[config.mk]
export PLATFORM = sky130hd
export DESIGN_NAME = axi_ad9364_chk_cmp
export DESIGN_NICKNAME = d
export VERILOG_FILES = /design/src/rtl/axi_ad9364_chk_pkg.sv /design/src/rtl/axi_ad9364_chk_cmp.sv
export SDC_FILE = /design/constraint.sdc
export NUM_CORES = 1
export LEC_CHECK = 0
export BUFFER_PORTS_ARGS = -buffer_cell sky130_fd_sc_hd__buf_4
export CORE_AREA = 2 2 39 41
export DETAILED_ROUTE_END_ITERATION = 10
export DIE_AREA = 0 0 41 43
export GPL_TIMING_DRIVEN = 1
export SYNTH_ARGS = -nofsm -noshare
export SYNTH_HDL_FRONTEND = slang
export SYNTH_SLANG_ARGS = --single-unit
[constraint.sdc]
create_clock -name vclk -period 1.2
set_clock_uncertainty 0.15 [all_clocks]
set_input_delay 0.06 -clock vclk [all_inputs]
set_output_delay 0.06 -clock vclk [all_outputs]
set_load 0.1 [all_outputs]
[src/rtl/axi_ad9364_chk_pkg.sv]
// Shared definitions for the AD9364 loopback pattern checker and the tx
// pattern generator: state encoding, default (I,Q) pattern words, widths
// and the received sample payload.
package axi_ad9364_chk_pkg;

  localparam int unsigned DATA_W      = 12;
  localparam int unsigned ERR_CNT_W   = 16;
  localparam int unsigned SMP_CNT_W   = 32;
  localparam int unsigned MATCH_CNT_W = 8;
  localparam int unsigned IDLE_CNT_W  = 16;
  localparam int unsigned STATE_W     = 2;

  // Default alternating pattern driven by the tx generator
  localparam logic [DATA_W-1:0] PAT_I_A_DEF = 12'o2064;
  localparam logic [DATA_W-1:0] PAT_Q_A_DEF = 12'o1753;
  localparam logic [DATA_W-1:0] PAT_I_B_DEF = 12'o4402;
  localparam logic [DATA_W-1:0] PAT_Q_B_DEF = 12'o1337;
  localparam logic [DATA_W-1:0] CHK_MASK_DEF = 12'hfff;

  typedef enum logic [STATE_W-1:0] {
    ST_IDLE   = 2'd0,
    ST_SEARCH = 2'd1,
    ST_LOCKED = 2'd2
  } chk_state_e;

  // One received sample set, both channels
  typedef struct packed {
    logic [DATA_W-1:0] i1;
    logic [DATA_W-1:0] q1;
    logic [DATA_W-1:0] i2;
    logic [DATA_W-1:0] q2;
  } adc_smp_t;

endpackage

[src/rtl/axi_ad9364_chk_cmp.sv]
// Masked compare of one sample set against both pattern phases.
//   r1_mode   : 1 = only channel 1 is compared
//   smp       : received I1/Q1/I2/Q2 words
//   match_a_c : sample equals phase-A pattern (combinational)
//   match_b_c : sample equals phase-B pattern (combinational)
module axi_ad9364_chk_cmp
  import axi_ad9364_chk_pkg::*;
#(
  parameter logic [DATA_W-1:0] PAT_I_A  = PAT_I_A_DEF,
  parameter logic [DATA_W-1:0] PAT_Q_A  = PAT_Q_A_DEF,
  parameter logic [DATA_W-1:0] PAT_I_B  = PAT_I_B_DEF,
  parameter logic [DATA_W-1:0] PAT_Q_B  = PAT_Q_B_DEF,
  parameter logic [DATA_W-1:0] CHK_MASK = CHK_MASK_DEF
) (
  input  logic     r1_mode,
  input  adc_smp_t smp,
  output logic     match_a_c,
  output logic     match_b_c
);

  localparam logic [DATA_W-1:0] EXP_I_A = PAT_I_A & CHK_MASK;
  localparam logic [DATA_W-1:0] EXP_Q_A = PAT_Q_A & CHK_MASK;
  localparam logic [DATA_W-1:0] EXP_I_B = PAT_I_B & CHK_MASK;
  localparam logic [DATA_W-1:0] EXP_Q_B = PAT_Q_B & CHK_MASK;

  logic ch1_a, ch1_b, ch2_a, ch2_b;

  // Per-channel compare, then fold channel 2 in unless in r1 mode
  always_comb begin
    ch1_a = ((smp.i1 & CHK_MASK) == EXP_I_A) && ((smp.q1 & CHK_MASK) == EXP_Q_A);
    ch1_b = ((smp.i1 & CHK_MASK) == EXP_I_B) && ((smp.q1 & CHK_MASK) == EXP_Q_B);
    ch2_a = ((smp.i2 & CHK_MASK) == EXP_I_A) && ((smp.q2 & CHK_MASK) == EXP_Q_A);
    ch2_b = ((smp.i2 & CHK_MASK) == EXP_I_B) && ((smp.q2 & CHK_MASK) == EXP_Q_B);
    match_a_c = ch1_a && (r1_mode || ch2_a);
    match_b_c = ch1_b && (r1_mode || ch2_b);
  end

endmodule

==> results of run 1 <==
-- cell families after synthesis --
| logic type | after synthesis |
|---|---|
| and+or+nand+nor | 28 |
| AOI/OAI and AO/OA | 2 |
-- layout make-up --
cell class	instances	area (sq um)	area share
multi-input cells	30	270	0.384
well taps	16	20.0	0.0284
repair buffers	52	414	0.588
-- placed cells by master (no fill, tap or decap) --
cell type / synthesis / layout
buf_12: 0 / 1
or4b_1: 1 / 1
buf_4: 0 / 48
nand2b_1: 1 / 1
buf_6: 0 / 3
nand4_1: 2 / 2
nand3_1: 1 / 1
or4_4: 1 / 1
nor3_4: 0 / 1
nor4b_1: 2 / 2
a41oi_2: 0 / 1
a21oi_2: 0 / 1
nor2_1: 2 / 2
nor3_1: 2 / 1
nand2_1: 3 / 3
nor4_1: 5 / 3
nand2b_2: 1 / 1
nand4b_1: 5 / 5
nand3b_1: 1 / 1
nor4_4: 0 / 3
-- worst paths after layout --
kind	startpoint	endpoint	slack, ps	depth (start not counted)
worst max-delay path	smp[12]	match_b_c	-570	6
worst min-delay path	smp[38]	match_b_c	410	5
-- layer usage --
metal  up-vias  track usage  wire length (microns)
met4         0            0                      0
li1        236            -                      -
met1       207        0.108                    304
met3         0       0.0209                    105
met2        20        0.234                    593
met5         -            0                      0
-- power by group through the flow --
stage               sequential (mW)  combinational [mW]  clock, mW
finish                            0               0.165          0
global route                      0               0.179          0
CTS                               0               0.164          0
detailed placement                0               0.159          0
global placement                  0               0.156          0
floorplan                         0              0.0265          0
-- critical path: stages --
cell and delay, ps:
buf_6 90, or4_4 530, nor4_4 320, a41oi_2 180, nor3_4 170, buf_12 200
-- per-stage QoR --
| step | instances | util | power [mW] |
|---|---|---|---|
| floorplan | 30 | - | 0.0265 |
| global placement | 98 | 0.476 | 0.156 |
| detailed placement | 98 | 0.476 | 0.159 |
| CTS | 98 | 0.503 | 0.164 |
| global route | 98 | 0.509 | 0.179 |
| finish | 98 | 0.509 | 0.165 |
-- repair_timing --
item,in CTS,in global routing
gates resized for setup,8,1
hold buffers,0,0
setup endpoints to repair,2,2
pin swaps,0,0
==> Implementation_results.wiki, run 1 <==
{| class="wikitable"
! Metric !! Value
|-
| Reported leakage power || approximately 0.32 nW
|-
| Peak Freq || 566 MHz
|-
| Number of nets in the layout || about 130
|-
| Final-report setup violation count || 2
|-
| Global-route wire length before repair || about 1500 microns
|-
| Net switching power figure || between 0.04 and 0.05 mW
|-
| Post-CTS repair timing setup buffer count || 0
|-
| IO buf count || 51
|-
| Total global-route track usage || 0.113
|-
| Post-detailed-route via-to-cell ratio || around 4.7
|-
| HPWL after DPL || ~900 microns
|-
| Outcome || complete, but fails checks
|-
| Critical path fanouts, max || 2
|-
| Main combinational cell family by area after synthesis || simple AND/OR/NAND/NOR gates
|-
| PD cells || approximately 230 nW/um^2
|-
| Routed WL || between 1000 and 1500 microns
|-
| Final weighted congestion of routability-driven global placement || between 0.5 and 0.6
|-
| Largest net degree at the start of global routing || 3
|-
| Number of iterations in the first detailed-routing pass || 1
|-
| Number of DRC markers after the initial detailed-route iteration || 0
|-
| Area taken by flip-flops and latches || 0 sq um
|-
| Part of the power in combinational logic || 1.000
|-
| Type of the most critical hold path || input port to output pin
|-
| Post-layout min period || roughly 1800 ps
|-
| Worst setup timing slack at the placement stage || -664 ps
|-
| Post-detailed-placement cell area || between 600 and 700 sq um
|-
| Overflow left after global routing || 0
|-
| Class of the most critical setup path || input port to output pin
|-
| Wire per inst || 10.2 microns
|-
| Largest voltage drop on the vdd net || 0.0829 mV
|-
| Effective utilization at floorplan || 0.151
|-
| Layout filler cell count || approximately 160
|-
| Height of the chip || approximately 43 microns
|-
| Final worst path period share || 1.47
|-
| Worst Path Arrival || about 1600 ps
|-
| Sequential fraction of the synthesis area || 0
|-
| I/O pin count || 51
|-
| Total internal power || approximately 0.12 mW
|-
| Core region area || ~1400 sq um
|-
| Die outline width || around 41 microns
|-
| Total number of sequential cells || 0
|-
| Worst hold slack across all endpoints || about 410 ps
|-
| Final worst-path setup slack || -566 ps
|-
| Unrepaired setup endpoints after global routing || yes
|-
| Kind of start point of the critical path || input port
|-
| Die Footprint || 1760 sq um
|-
| Required time at the endpoint of the critical path || ~990 ps
|-
| Row Count || 14
|-
| Worst slew margin || 0.782
|-
| Post-synthesis xor/xnor area fraction || 0
|-
| Post-synthesis net count || slightly below 80
|-
| Clock power share || 0
|-
| Number of warning messages in the yosys log || 0
|-
| Multiplexer share of the synthesized area || 0
|-
| Yosys cell types || 16
|-
| Area overhead of the layout relative to synthesis || 237%
|-
| Vias in the first global route || ~430
|-
| Residual DRC count || 0
|-
| Crit end category || output pin
|-
| Cell count after synthesis || 30
|-
| Number of antenna repair diodes || 0
|-
| Average cell area after synthesis || a little under 7 sq um
|-
| Leading cell types by count after synthesis || 5 x nand4b_1, 5 x nor4_1, 3 x nand2_1
|-
| Fraction of the mapped netlist area in compound gates || 0.0659
|-
| Share of total power in sequential cells || 0
|-
| Design area || between 700 and 800 sq um
|-
| Portion of synthesized cell area occupied by the leading cell type || 0.210
|-
| Failing checks || setup timing
|-
| Switching power share of the total || 0.271
|-
| Final hold viol count || 0
|-
| Biggest area consumer among synthesized cells || nand4b_1
|-
| Top area cells in the synthesized netlist || nand4b_1 21%, nor4_1 15%, nor4b_1 8.4%, nand4_1 6.0%, nor4_2 6.0%
|-
| Setup TNS || -1090 ps
|-
| Mapped Area || approximately 210 sq um
|-
| ANT nets after route || 0
|-
| Layout cell share with drive strength beyond 1 || 0.732
|-
| Clock buf count || 0
|-
| Antenna violations before repair || 0
|-
| Post-Synth Adder-Cell Area || 0
|-
| Number of vias after detailed routing || 463
|-
| Max-slew violation total from the final report || 0
|-
| Reported max-cap violation count || 0
|-
| Worst-margin pin slew || 323 ps
|-
| Post-synthesis share of cell area spent on and, or, nand and nor gates || 0.934
|}
(Power assumes the default switching activity.)
==> inputs of run 2 (changes only) <==
Settings changed: CORE_AREA 2 2 39 41 to 8 8 45 47, DIE_AREA 0 0 41 43 to 0 0 53 55, TNS_END_PERCENT set to 20.
==> run 2 against run 1 <==
  * The flow still finishes with violations (setup timing)
  * Utilization shrank 0.54 points
  * Critical path depth is 1 higher
  * Routed wire length rose by 30%
  * Cell count is 1.0% higher
  * Final area is 1.1% lower
  * Critical path type unchanged
  * Largest power group unchanged
==> Implementation_results.wiki, run 2 (synthesized netlist as in run 1, its figures left out) <==
{| class="wikitable"
! Metric !! Value
|-
| Outcome || complete, but fails checks
|-
| Failing checks || setup timing
|-
| Area taken by flip-flops and latches || 0 sq um (unchanged)
|-
| Layout cell share with drive strength beyond 1 || 0.723 (-0.00882)
|-
| I/O pin count || 51 (unchanged)
|-
| HPWL after DPL || 1230 microns (+36%)
|-
| Design area || 697 sq um (-1.1%)
|-
| Commonest non-fill, non-tap cells in the layout || 49 x buf_4, 5 x nand4b_1, 4 x nor4_1
|-
| Largest voltage drop on the vdd net || 0.0931 mV (+12%)
|-
| Slowest CP cell || or4_4
|-
| Height of the chip || 55 microns (+28%)
|-
| Number of antenna repair diodes || 0 (unchanged)
|-
| Final weighted congestion of routability-driven global placement || 0.644 (+12%)
|-
| Area overhead of the layout relative to synthesis || 234%
|-
| Number of iterations in the first detailed-routing pass || 4 (+3)
|-
| Crit path largest cell delay || 530 ps (about the same)
|-
| Reported max-cap violation count || 0 (unchanged)
|-
| Core region area || 1380 sq um (unchanged)
|-
| Post-layout min period || 1820 ps (+52.3 ps)
|-
| Final worst-path setup slack || -618 ps (-52.3 ps)
|-
| Wire per inst || 13.2 microns (+29%)
|-
| Worst path cell trace || buf_6, or4_4, nor4_4, buf_4, a21oi_2, nor4_4, buf_6
|-
| Crit end category || output pin
|-
| Max-slew violation total from the final report || 0 (unchanged)
|-
| Worst hold slack across all endpoints || 402 ps (-8.59 ps)
|-
| Total global-route track usage || 0.0747 (-0.0383)
|-
| ANT nets after route || 0 (unchanged)
|-
| Required time at the endpoint of the critical path || 990 ps (about the same)
|-
| Type of the most critical hold path || input port to output pin
|-
| Residual DRC count || 0 (unchanged)
|-
| Kind of start point of the critical path || input port
|-
| IO buf count || 51 (unchanged)
|-
| Row Count || 14 (unchanged)
|-
| Routed WL || 1300 microns (+30%)
|-
| Worst Path Arrival || 1610 ps (+50 ps)
|-
| PD cells || 232 nW/um^2 (-0.60%)
|-
| Antenna violations before repair || 0 (unchanged)
|-
| Number of buffer and inverter instances along the worst setup path || 3 (+1)
|-
| Worst-margin pin slew || 332 ps (+8.46 ps)
|-
| Largest net degree at the start of global routing || 3 (unchanged)
|-
| Total number of sequential cells || 0 (unchanged)
|-
| Hold-fix buffer count after cts || 0 (unchanged)
|-
| Post-detailed-placement cell area || 666 sq um (+1.1%)
|-
| Worst slew margin || 0.777 (-0.00569)
|-
| Final hold viol count || 0 (unchanged)
|-
| Number of nets in the layout || 134 (+0.75%)
|-
| Final core utilization || 0.504 (-0.00543)
|-
| Die outline width || 53 microns (+29%)
|-
| Reported leakage power || 0.322 nW (about the same)
|-
| Overflow left after global routing || 0 (unchanged)
|-
| Leading cell type in the layout, fill and taps excluded || buf_4
|-
| Peak Freq || 550 MHz (-2.9%)
|-
| Final-report setup violation count || 2 (unchanged)
|-
| Class of the most critical setup path || input port to output pin
|-
| Die Footprint || 2920 sq um (+65%)
|-
| Number of vias after detailed routing || 452 (-2.4%)
|-
| Final worst path period share || 1.51 (+0.0436)
|-
| CP delay by family, top || simple AND/OR/NAND/NOR gates
|-
| Vias in the first global route || 457 (+6.0%)
|-
| Critical path fanouts, max || 2 (unchanged)
|-
| Clock buf count || 0 (unchanged)
|-
| Number of DRC markers after the initial detailed-route iteration || 7 (+7)
|-
| Unrepaired setup endpoints after global routing || yes
|-
| Effective utilization at floorplan || 0.151 (unchanged)
|-
| Post-CTS repair timing setup buffer count || 0 (unchanged)
|-
| Post-detailed-route via-to-cell ratio || 4.57 (-3.4%)
|-
| Global-route wire length before repair || 1790 microns (+17%)
|}
## run 2: cell types whose count changed in the layout (fill, tap and decap cells not counted), sizes merged
cell	before	now
buf	52	53
## run 2: layout make-up
| class | instances | area (sq um) |
|---|---|---|
| multi-input combinational | 30 | 255 |
| timing repair buffer | 53 | 422 |
| tap | 16 | 20.0 |
| fill | 147 | 687 |
## run 2: what timing repair did
action | 4_1_cts | 5_1_grt
resized for setup | 7 | 0
setup endpoints to repair | 2 | 2
pin swaps | 2 | 0
## run 2: worst paths after layout
path | from | end | slack [ps] | depth (start not counted)
hold / removal | smp[38] | match_b_c | 400 | 5
setup / recovery | smp[12] | match_a_c | -620 | 7
## run 2: routing by layer
metal	track usage	share of wire
met4	0	0
met1	0.0725	0.30
met3	0.0214	0.094
met5	0	0
met2	0.158	0.61
## run 2: tightest hold or removal path, cell delays in order
cell	delay, ps
buf_4	80
nor3_1	30
nand2_1	100
nor3_4	60
buf_12	160
## run 2: metrics by stage
step | worst slack [ps] | power [mW] | cells | setup TNS, ps
2_1_floorplan | -966 | 0.0266 | 30 | -1870
6_report | -618 | 0.162 | 99 | -1160
3_3_place_gp | -709 | 0.156 | 99 | -1380
3_5_place_dp | -730 | 0.159 | 99 | -1410
4_1_cts | -640 | 0.163 | 99 | -1200
5_1_grt | -715 | 0.176 | 99 | -1360
## run 2: where the power goes
part	internal [mW]	switching, mW
sequential	0	0
combinational	0.120	0.0423
clock	0	0
